[config.mk]
export PLATFORM = sky130hd
export DESIGN_NAME = ram_read_stream_flat
export DESIGN_NICKNAME = d
export VERILOG_FILES = /design/src/rtl/ram_read_stream_if.sv /design/src/rtl/ram_read_stream.sv /design/src/flat_wrapper.sv
export SDC_FILE = /design/constraint.sdc
export NUM_CORES = 1
export LEC_CHECK = 0
export ABC_AREA = 1
export CAP_MARGIN = 0
export CORE_MARGIN = 2
export CORE_UTILIZATION = 35
export CTS_BUF_LIST = sky130_fd_sc_hd__clkbuf_16
export DETAILED_ROUTE_END_ITERATION = 10
export PLACE_DENSITY = 0.62
export SLEW_MARGIN = 10
export SYNTH_ARGS = -nofsm -noshare
export SYNTH_HDL_FRONTEND = slang
export SYNTH_SLANG_ARGS = --single-unit
[constraint.sdc]
create_clock -name clk -period 2.7 [get_ports clk]
set_input_delay 0.54 -clock clk [delete_from_list [all_inputs] [get_ports clk]]
set_output_delay 0.54 -clock clk [all_outputs]
set_load 0.005 [all_outputs]
[src/rtl/ram_read_stream_if.sv]
// Request, memory read port and response signals of ram_read_stream.
// The slave modport is the stream block. The master modport is whatever drives
// the requests, models the memory and consumes the responses.
interface ram_read_stream_if #(
    parameter int WIDTH = 8,
    parameter int AW    = 5
);
    logic             req_valid;
    logic             req_ready;
    logic [AW-1:0]    req_addr;
    logic             ram_read;
    logic [AW-1:0]    ram_addrb;
    logic [WIDTH-1:0] ram_doutb;
    logic             resp_valid;
    logic             resp_ready;
    logic [WIDTH-1:0] resp_data;

    modport slave (
        input  req_valid, req_addr, ram_doutb, resp_ready,
        output req_ready, ram_read, ram_addrb, resp_valid, resp_data
    );

    modport master (
        output req_valid, req_addr, ram_doutb, resp_ready,
        input  req_ready, ram_read, ram_addrb, resp_valid, resp_data
    );
endinterface

[src/rtl/ram_read_stream.sv]
// ram_read_stream: valid/ready front end for a fixed-latency memory read port.
// Each accepted request takes one credit. The credit comes back when its word
// leaves the response FIFO. Because of this, a word returned by the memory
// always finds a free FIFO slot, and the memory needs no backpressure.

// Invariant checker for the response FIFO.
module ram_read_stream_chk #(
    parameter int BUF_DEPTH = 4,
    parameter int OW        = 3
) (
    input logic          clk,
    input logic          rst,
    input logic          push,
    input logic [OW-1:0] cnt,
    input logic [OW-1:0] occ
);
    a_cnt_bound:    assert property (@(posedge clk) disable iff (rst) cnt <= OW'(BUF_DEPTH));
    a_occ_bound:    assert property (@(posedge clk) disable iff (rst) occ <= OW'(BUF_DEPTH));
    a_no_push_full: assert property (@(posedge clk) disable iff (rst) !(push && (cnt == OW'(BUF_DEPTH))));
endmodule

module ram_read_stream #(
    parameter int WIDTH        = 8,
    parameter int DEPTH        = 32,
    parameter int READ_LATENCY = 2,
    parameter int BUF_DEPTH    = 4
) (
    input  logic              clk,
    input  logic              rst,
    ram_read_stream_if.slave  bus
);
    localparam int OW = $clog2(BUF_DEPTH + 1);
    localparam int PW = $clog2(BUF_DEPTH);
    localparam logic [OW-1:0] OCC_MAX  = OW'(BUF_DEPTH);
    localparam logic [PW-1:0] PTR_LAST = PW'(BUF_DEPTH - 1);

    logic [OW-1:0]           occ_r;
    logic [READ_LATENCY-1:0] vpipe_r;
    logic [WIDTH-1:0]        buf_r [BUF_DEPTH];
    logic [PW-1:0]           rd_ptr_r;
    logic [PW-1:0]           wr_ptr_r;
    logic [OW-1:0]           cnt_r;

    logic req_ready_s;
    logic accept_s;
    logic resp_valid_s;
    logic pop_s;
    logic push_s;

    // Pointer increment with an explicit wrap, so that BUF_DEPTH need not be a power of two.
    function automatic logic [PW-1:0] ptr_inc(input logic [PW-1:0] p);
        if (p == PTR_LAST) begin
            return {PW{1'b0}};
        end else begin
            return p + PW'(1);
        end
    endfunction

    // req_ready comes only from registered state and the reset.
    assign req_ready_s  = !rst && (occ_r < OCC_MAX);
    assign accept_s     = bus.req_valid && req_ready_s;
    assign resp_valid_s = !rst && (cnt_r != {OW{1'b0}});
    assign pop_s        = resp_valid_s && bus.resp_ready;
    assign push_s       = vpipe_r[READ_LATENCY-1];

    assign bus.req_ready  = req_ready_s;
    assign bus.ram_read   = accept_s;
    assign bus.ram_addrb  = bus.req_addr;
    assign bus.resp_valid = resp_valid_s;
    assign bus.resp_data  = buf_r[rd_ptr_r];

    // Credit counter: in-flight reads plus buffered words.
    always_ff @(posedge clk) begin
        if (rst) begin
            occ_r <= {OW{1'b0}};
        end else begin
            case ({accept_s, pop_s})
                2'b10:   occ_r <= occ_r + OW'(1);
                2'b01:   occ_r <= occ_r - OW'(1);
                default: occ_r <= occ_r;
            endcase
        end
    end

    // Valid pipe that tracks each issued read until its data arrives.
    always_ff @(posedge clk) begin
        if (rst) begin
            vpipe_r <= {READ_LATENCY{1'b0}};
        end else begin
            vpipe_r[0] <= accept_s;
            for (int i = 1; i < READ_LATENCY; i++) begin
                vpipe_r[i] <= vpipe_r[i-1];
            end
        end
    end

    // FIFO storage: capture the returned memory word at the tail.
    always_ff @(posedge clk) begin
        if (push_s && !rst) begin
            buf_r[wr_ptr_r] <= bus.ram_doutb;
        end else begin
            buf_r[wr_ptr_r] <= buf_r[wr_ptr_r];
        end
    end

    // FIFO pointers and word count.
    always_ff @(posedge clk) begin
        if (rst) begin
            rd_ptr_r <= {PW{1'b0}};
            wr_ptr_r <= {PW{1'b0}};
            cnt_r    <= {OW{1'b0}};
        end else begin
            if (push_s) begin
                wr_ptr_r <= ptr_inc(wr_ptr_r);
            end else begin
                wr_ptr_r <= wr_ptr_r;
            end
            if (pop_s) begin
                rd_ptr_r <= ptr_inc(rd_ptr_r);
            end else begin
                rd_ptr_r <= rd_ptr_r;
            end
            case ({push_s, pop_s})
                2'b10:   cnt_r <= cnt_r + OW'(1);
                2'b01:   cnt_r <= cnt_r - OW'(1);
                default: cnt_r <= cnt_r;
            endcase
        end
    end

    ram_read_stream_chk #(
        .BUF_DEPTH (BUF_DEPTH),
        .OW        (OW)
    ) u_chk (
        .clk  (clk),
        .rst  (rst),
        .push (push_s),
        .cnt  (cnt_r),
        .occ  (occ_r)
    );
endmodule

[src/flat_wrapper.sv]
// flat-port wrapper written by rule: the top's interface ports become plain ports
module ram_read_stream_flat 
#(
    parameter int WIDTH        = 8,
    parameter int DEPTH        = 32,
    parameter int READ_LATENCY = 2,
    parameter int BUF_DEPTH    = 4
)
  (clk, rst, bus_req_valid, bus_req_addr, bus_ram_doutb, bus_resp_ready, bus_req_ready, bus_ram_read, bus_ram_addrb, bus_resp_valid, bus_resp_data);
  ram_read_stream_if #(.WIDTH(WIDTH), .AW((5))) bus_i ();
  input  logic clk;
  input  logic rst;
  input wire logic [$bits(bus_i.req_valid)-1:0] bus_req_valid;
  input wire logic [$bits(bus_i.req_addr)-1:0] bus_req_addr;
  input wire logic [$bits(bus_i.ram_doutb)-1:0] bus_ram_doutb;
  input wire logic [$bits(bus_i.resp_ready)-1:0] bus_resp_ready;
  output wire logic [$bits(bus_i.req_ready)-1:0] bus_req_ready;
  output wire logic [$bits(bus_i.ram_read)-1:0] bus_ram_read;
  output wire logic [$bits(bus_i.ram_addrb)-1:0] bus_ram_addrb;
  output wire logic [$bits(bus_i.resp_valid)-1:0] bus_resp_valid;
  output wire logic [$bits(bus_i.resp_data)-1:0] bus_resp_data;
  assign bus_i.req_valid = bus_req_valid;
  assign bus_i.req_addr = bus_req_addr;
  assign bus_i.ram_doutb = bus_ram_doutb;
  assign bus_i.resp_ready = bus_resp_ready;
  assign bus_req_ready = bus_i.req_ready;
  assign bus_ram_read = bus_i.ram_read;
  assign bus_ram_addrb = bus_i.ram_addrb;
  assign bus_resp_valid = bus_i.resp_valid;
  assign bus_resp_data = bus_i.resp_data;
  ram_read_stream #(.WIDTH(WIDTH), .DEPTH(DEPTH), .READ_LATENCY(READ_LATENCY), .BUF_DEPTH(BUF_DEPTH)) u_core (.clk(clk), .rst(rst), .bus(bus_i));
endmodule
Word level (Yosys, flattened, before mapping)
Memories as Yosys holds them, arrays and structs flattened. A register that Yosys moved wholly into a read port is not among the register bits.
Index checks and enable logic that the tools add are counted.
{ "word_totals": {"ram_bits": 32, "reg_bits": 12, "memories": 1, "output_inout_bits": 16, "inputBits": 17, "elab_cells": 41} }
{ "op_classes": {"n_reduce_logical": 10, "muxes": 10, "eq_ne": 7, "bitwise": 1, "n_lt_le_gt_ge": 1, "add_sub_neg": 6} }
{ "memory_table": {"columns": ["name", "words", "word_bits", "read_ports", "rd_clocked_by_memory_dff", "wr", "line_no", "rtl"], "rows": [
  ["u_core.buf_r", 4, 8, 1, 1, 1, "ram_read_stream.sv:39", "logic [WIDTH-1:0] buf_r [BUF_DEPTH];"]
]} }
{ "ops": {"columns": ["operator", "count"], "rows": [
  ["$pmux 3 s2", 2],
  ["$eq 2x2->1 const B", 4],
  ["$mux 2", 4],
  ["$mux 8", 1],
  ["$add 3x1->3 const B", 2],
  ["$sub 3x1->3 const B", 2],
  ["$logic_and 1x1->1", 5],
  ["$add 2x1->2 const B", 2],
  ["$eq 2x1->1 const B", 2],
  ["$reduce_bool 2->1", 2],
  ["$lt 3x3->1 const B", 1],
  ["$mux 1", 3],
  ["$reduce_bool 3->1", 1],
  ["$reduce_and 2->1", 1],
  ["$logic_not 1->1", 1],
  ["$ne 0x0->1", 1],
  ["$or 1x1->1", 1]
]} }

Longest topological paths before layout
{ "logic_depth": {"word_depth": 5, "ltp_mapped": 13, "ltp_nobuf": 13} }

Worst setup path after synthesis
OpenSTA, ideal clock, no wires.
{ "synth_path": {"kind": "input to register", "startpoint": "in rst", "endpoint": "reg u_core.occ_r[2]", "cell_stages": 12, "setup_ps": 113, "path_buffers": 0, "required_time_ps": 2587, "slack_ps": 919, "arrival_time_ps": 1669, "path_cell_list": "inv_1 nand3_1 inv_1 ha_1 inv_1 fa_1 inv_1 nand2_1 nand3_1 nand2_1 nand2_1 nor2_1"} }
{ "synth_between": {"elab_chain_len": 5, "word_cells_on_any_way": 9, "cone_classes": "eq/ne: 2; mux: 1; reduce/logical: 6"} }
{ "synth_lines": {"columns": ["element", "line_no", "rtl"], "rows": [
  ["start: declaration", "flat_wrapper.sv:12", "input logic rst;"],
  ["$logic_not 1->1", "ram_read_stream.sv:60, ram_read_stream.sv:62", null],
  ["$logic_and 1x1->1, on equally long branches", "ram_read_stream.sv:62, ram_read_stream.sv:60", null],
  ["$logic_and 1x1->1, on equally long branches", "ram_read_stream.sv:63, ram_read_stream.sv:61", null],
  ["$eq 2x1->1 or $eq 2x2->1 (tied branches)", "ram_read_stream.sv:77", "case ({accept_s, pop_s})"],
  ["$pmux 3 s2 or $reduce_bool 2->1 (tied branches)", null, null],
  ["end signal: assignment", "ram_read_stream.sv:78", "2'b10: occ_r <= occ_r + OW'(1);"],
  ["end signal: assignment", "ram_read_stream.sv:79", "2'b01: occ_r <= occ_r - OW'(1);"],
  ["end signal: assignment", "ram_read_stream.sv:80", "default: occ_r <= occ_r;"],
  ["end: declaration", "ram_read_stream.sv:37", "logic [OW-1:0] occ_r;"]
]} }
Parallel ways exist; a longest one is shown, timed or not.
A chain may end at the register's enable or synchronous reset.

Worst setup path after layout
{ "layout_path": {"startpoint": "in rst", "endpoint": "out bus_ram_read"} }
{ "layout_between": {"elab_chain_len": 3} }
{ "layout_lines": {"columns": ["element", "line_no", "rtl"], "rows": [
  ["$logic_not 1->1", "ram_read_stream.sv:60", "assign req_ready_s = !rst && (occ_r < OCC_MAX);"],
  ["$logic_and 1x1->1", "ram_read_stream.sv:60", null],
  ["$logic_and 1x1->1", "ram_read_stream.sv:61", "assign accept_s = bus.req_valid && req_ready_s;"],
  ["end: declaration", "flat_wrapper.sv:18", "output wire logic [$bits(bus_i.ram_read)-1:0] bus_ram_read;"]
]} }
No other way between the ends.

==> impl_metrics.ini <==
[timing]
worst_slew_pin_slew_ns = 0.326
fmaxAchievable_mhz = 418
finalSetupViolCount = 0
slew_violations = 0
layout_min_cycle_time_ns = 2.39
tns_ns = 0
rsz0062_at_grt = no
slew_headroom = 0.782
hold_violations = 0
clock_skew_ns = 0.00327
period_share = 0.887

[placed_design]
dpl_cell_area_um2 = 2240
place.port_buffers = 22
dpl.cell_count = 270
dp_hpwl_um = 2310
routabilityCongestion = 0.761

[power]
power.share.switching = 0.214
p_int_uw = 1290
power.switching_uw = 350
clock_power_share = 0.417
comb_power_share = 0.103
powerDensity_nw_per_um2 = 682
pwr-share-seq = 0.480
peakVddDrop_uv = 273
power.static_leakage_uw = 0.000939

[logic_synthesis]
yosysSeqAreaShare = 0.637
synth_area_per_cell_um2 = 10.9
netlist-cell-type-count = 19
yosysWarningCount = 0
synth_simple_gate_area_frac = 0.104
synth_commonest_cells = edfxtp_1, inv_1, nor2_1, o21ai_0, nand2_1
ys.flop_type = edfxtp_1
yosys-top-cells-area = edfxtp_1, dfxtp_1, inv_1
synth_top_family_by_area = simple AND/OR/NAND/NOR gates
yosysMostFrequentCell = edfxtp_1
synthAdderAreaFrac = 0.0655
synth-xor-area-share = 0
synth_fp_nets = 204
syn_inst = 178
synth_compound_area_frac = 0.103
synth_area_um2 = 1950
ys_ff_latch = 46
yosysTopAreaCell = edfxtp_1
synth_edf_count = 32
synth_mux_area_frac = 0
synth_top_area_frac = 0.493
synth-async-reset-ratio = 0

[drt]
drt_wl_total_um = 3440
avgViaCountPerCell = 4.50
ant_nets = 0
drc = 0
first_pass_iters = 4
wire_per_inst_um = 12.4
drt-initial-drc-count = 78
vias = 1250

[critical_path]
worstSetupStartpoint = rst
ff2ff_path_depth = 13
critPathCapture = bus_ram_read
worst_setup_path_end_kind = primary output
r2r_start = u_core.cnt_r[1]$_SDFFE_PP0P_
crit_required_ns = 2.16
critical_path_class = in -> out
crit_fanout = 6
reg2reg_slack_ns = 0.80
r2r-end = u_core.occ_r[2]$_SDFFE_PP0P_
arrival_ns = 1.85
worstSetupStartpointType = input pin

[cells_and_area]
stdcell_area_um2 = 2400
layout-drive-gt1-share = 0.0874
stdcell_count = 278
areaGrowthSynthToFinish_pct = 23.3
nets = 231
antenna_cells = 0

[cts]
cts_made_buffers = 5
clk_pin_slew_worst_paths_ns = 0.06
cts_hold_buf = 0
cts.repair.resized = 0
clock_latency_ns = 0.28
root_buffer = clkbuf_16
cts_sinks = 46
htree_levels = 2
postCtsSetupBuffers = 0
cts_buffer_depth = 2
cts_tree = built

[floorplanning]
dieArea_um2 = 6180
die_w_um = 78.6
die_h_um = 78.6
std_cell_rows = 27
initial_core_util = 0.358
fp.coreArea_um2 = 5440
io_pins = 33

[run_status]
status = finished, final reports clean

[grt]
antenna_found_initial = 0
grt_usage = 0.125
first_global_vias = 1255
overflow = 0
grt_max_degree = 17
grt_pass1_wl_um = 5770

[flow_run]
cap_viol_max_count = 0

[min_path]
hold_class = reg -> reg
-- flip-flops by register name, indices dropped and copies added, names as in the netlist, named ones only --
signal / count
u_core.buf_r: 32
u_core.wr_ptr_r: 2
u_core.vpipe_r: 2
u_core.occ_r: 3
u_core.rd_ptr_r: 2
u_core.cnt_r: 3
-- worst min path at each step --
stage,cells past startpoint,start,to
after CTS,2,u_core.vpipe_r[0]$_SDFF_PP0_,u_core.vpipe_r[1]$_SDFF_PP0_
final,2,u_core.vpipe_r[0]$_SDFF_PP0_,u_core.vpipe_r[1]$_SDFF_PP0_
after global placement,2,u_core.vpipe_r[0]$_SDFF_PP0_,u_core.vpipe_r[1]$_SDFF_PP0_
after global routing,2,u_core.vpipe_r[0]$_SDFF_PP0_,u_core.vpipe_r[1]$_SDFF_PP0_
after floorplan,2,u_core.vpipe_r[0]$_SDFF_PP0_,u_core.vpipe_r[1]$_SDFF_PP0_
after detailed placement,2,u_core.vpipe_r[0]$_SDFF_PP0_,u_core.vpipe_r[1]$_SDFF_PP0_
-- stage by stage --
| stage | hold slack [ns] | setup slack, ns | power [µW] | util |
|---|---|---|---|---|
| after floorplan | 0.388 | 0.919 | 899 | - |
| after global placement | 0.403 | 0.276 | 970 | 0.411 |
| after detailed placement | 0.401 | 0.199 | 974 | 0.411 |
| after CTS | 0.409 | 0.279 | 1660 | 0.442 |
| after global routing | 0.461 | 0.168 | 1720 | 0.442 |
| final | 0.407 | 0.306 | 1640 | 0.442 |
-- metal layers --
layer,vias to the layer above,wire (µm),GRT usage
met5,-,0,0
met4,0,59,0.0491
met3,7,210,0.0483
met2,32,1670,0.209
met1,568,1500,0.144
li1,643,-,-
-- worst max-delay path, cell delays in order --
cell	delay (ns)
clkdlybuf4s50_1	0.50
nor2_1	0.16
nand2_1	0.10
inv_1	0.06
clkdlybuf4s50_1	0.49
-- final cells by class --
| type | instances | area [µm²] |
|---|---|---|
| clock buffer | 5 | 125 |
| clock inverter | 3 | 41.3 |
| fill | 524 | 3040 |
| inverter | 29 | 109 |
| multi-input combinational | 95 | 531 |
| sequential | 46 | 1240 |
| tap | 72 | 90.1 |
| timing repair buffer | 28 | 265 |
-- power groups by stage --
| stage | clock network, µW | logic, µW | registers [µW] |
|---|---|---|---|
| finish | 683 | 169 | 787 |
| global route | 738 | 193 | 789 |
| CTS | 705 | 172 | 787 |
| detailed placement | 0 | 172 | 802 |
| global placement | 0 | 168 | 802 |
| floorplan | 0 | 101 | 798 |
-- cell usage in the layout (no fill, tap or decap) --
| cell type | netlist | layout |
|---|---|---|
| o21ai_2 | 2 | 2 |
| inv_1 | 28 | 29 |
| inv_2 | 1 | 1 |
| buf_4 | 6 | 6 |
| nor2_1 | 27 | 27 |
| o21ai_0 | 17 | 17 |
| nand4_1 | 2 | 2 |
| clkbuf_16 | 0 | 5 |
| nand3_1 | 4 | 4 |
| o22ai_1 | 8 | 8 |
| nand2_1 | 15 | 15 |
| a211oi_1 | 1 | 1 |
| o21ai_1 | 2 | 2 |
| clkdlybuf4s50_1 | 0 | 22 |
| ha_1 | 7 | 7 |
| clkinvlp_4 | 0 | 1 |
| a21oi_1 | 6 | 6 |
| bufinv_16 | 0 | 1 |
| nor2_2 | 2 | 2 |
| dfxtp_1 | 14 | 14 |
| fa_1 | 2 | 2 |
| edfxtp_1 | 32 | 32 |
-- kinds of logic (layout without fill, tap and decap cells) --
kind of cell | count (synthesis) | after routing
AOI/OAI and AO/OA | 36 | 36
adders and majority gates | 9 | 9
and+or+nand+nor | 50 | 50
DFF | 46 | 46
buffers and inverters | 37 | 65
No activity file was read; power rests on OpenSTA's default activity.
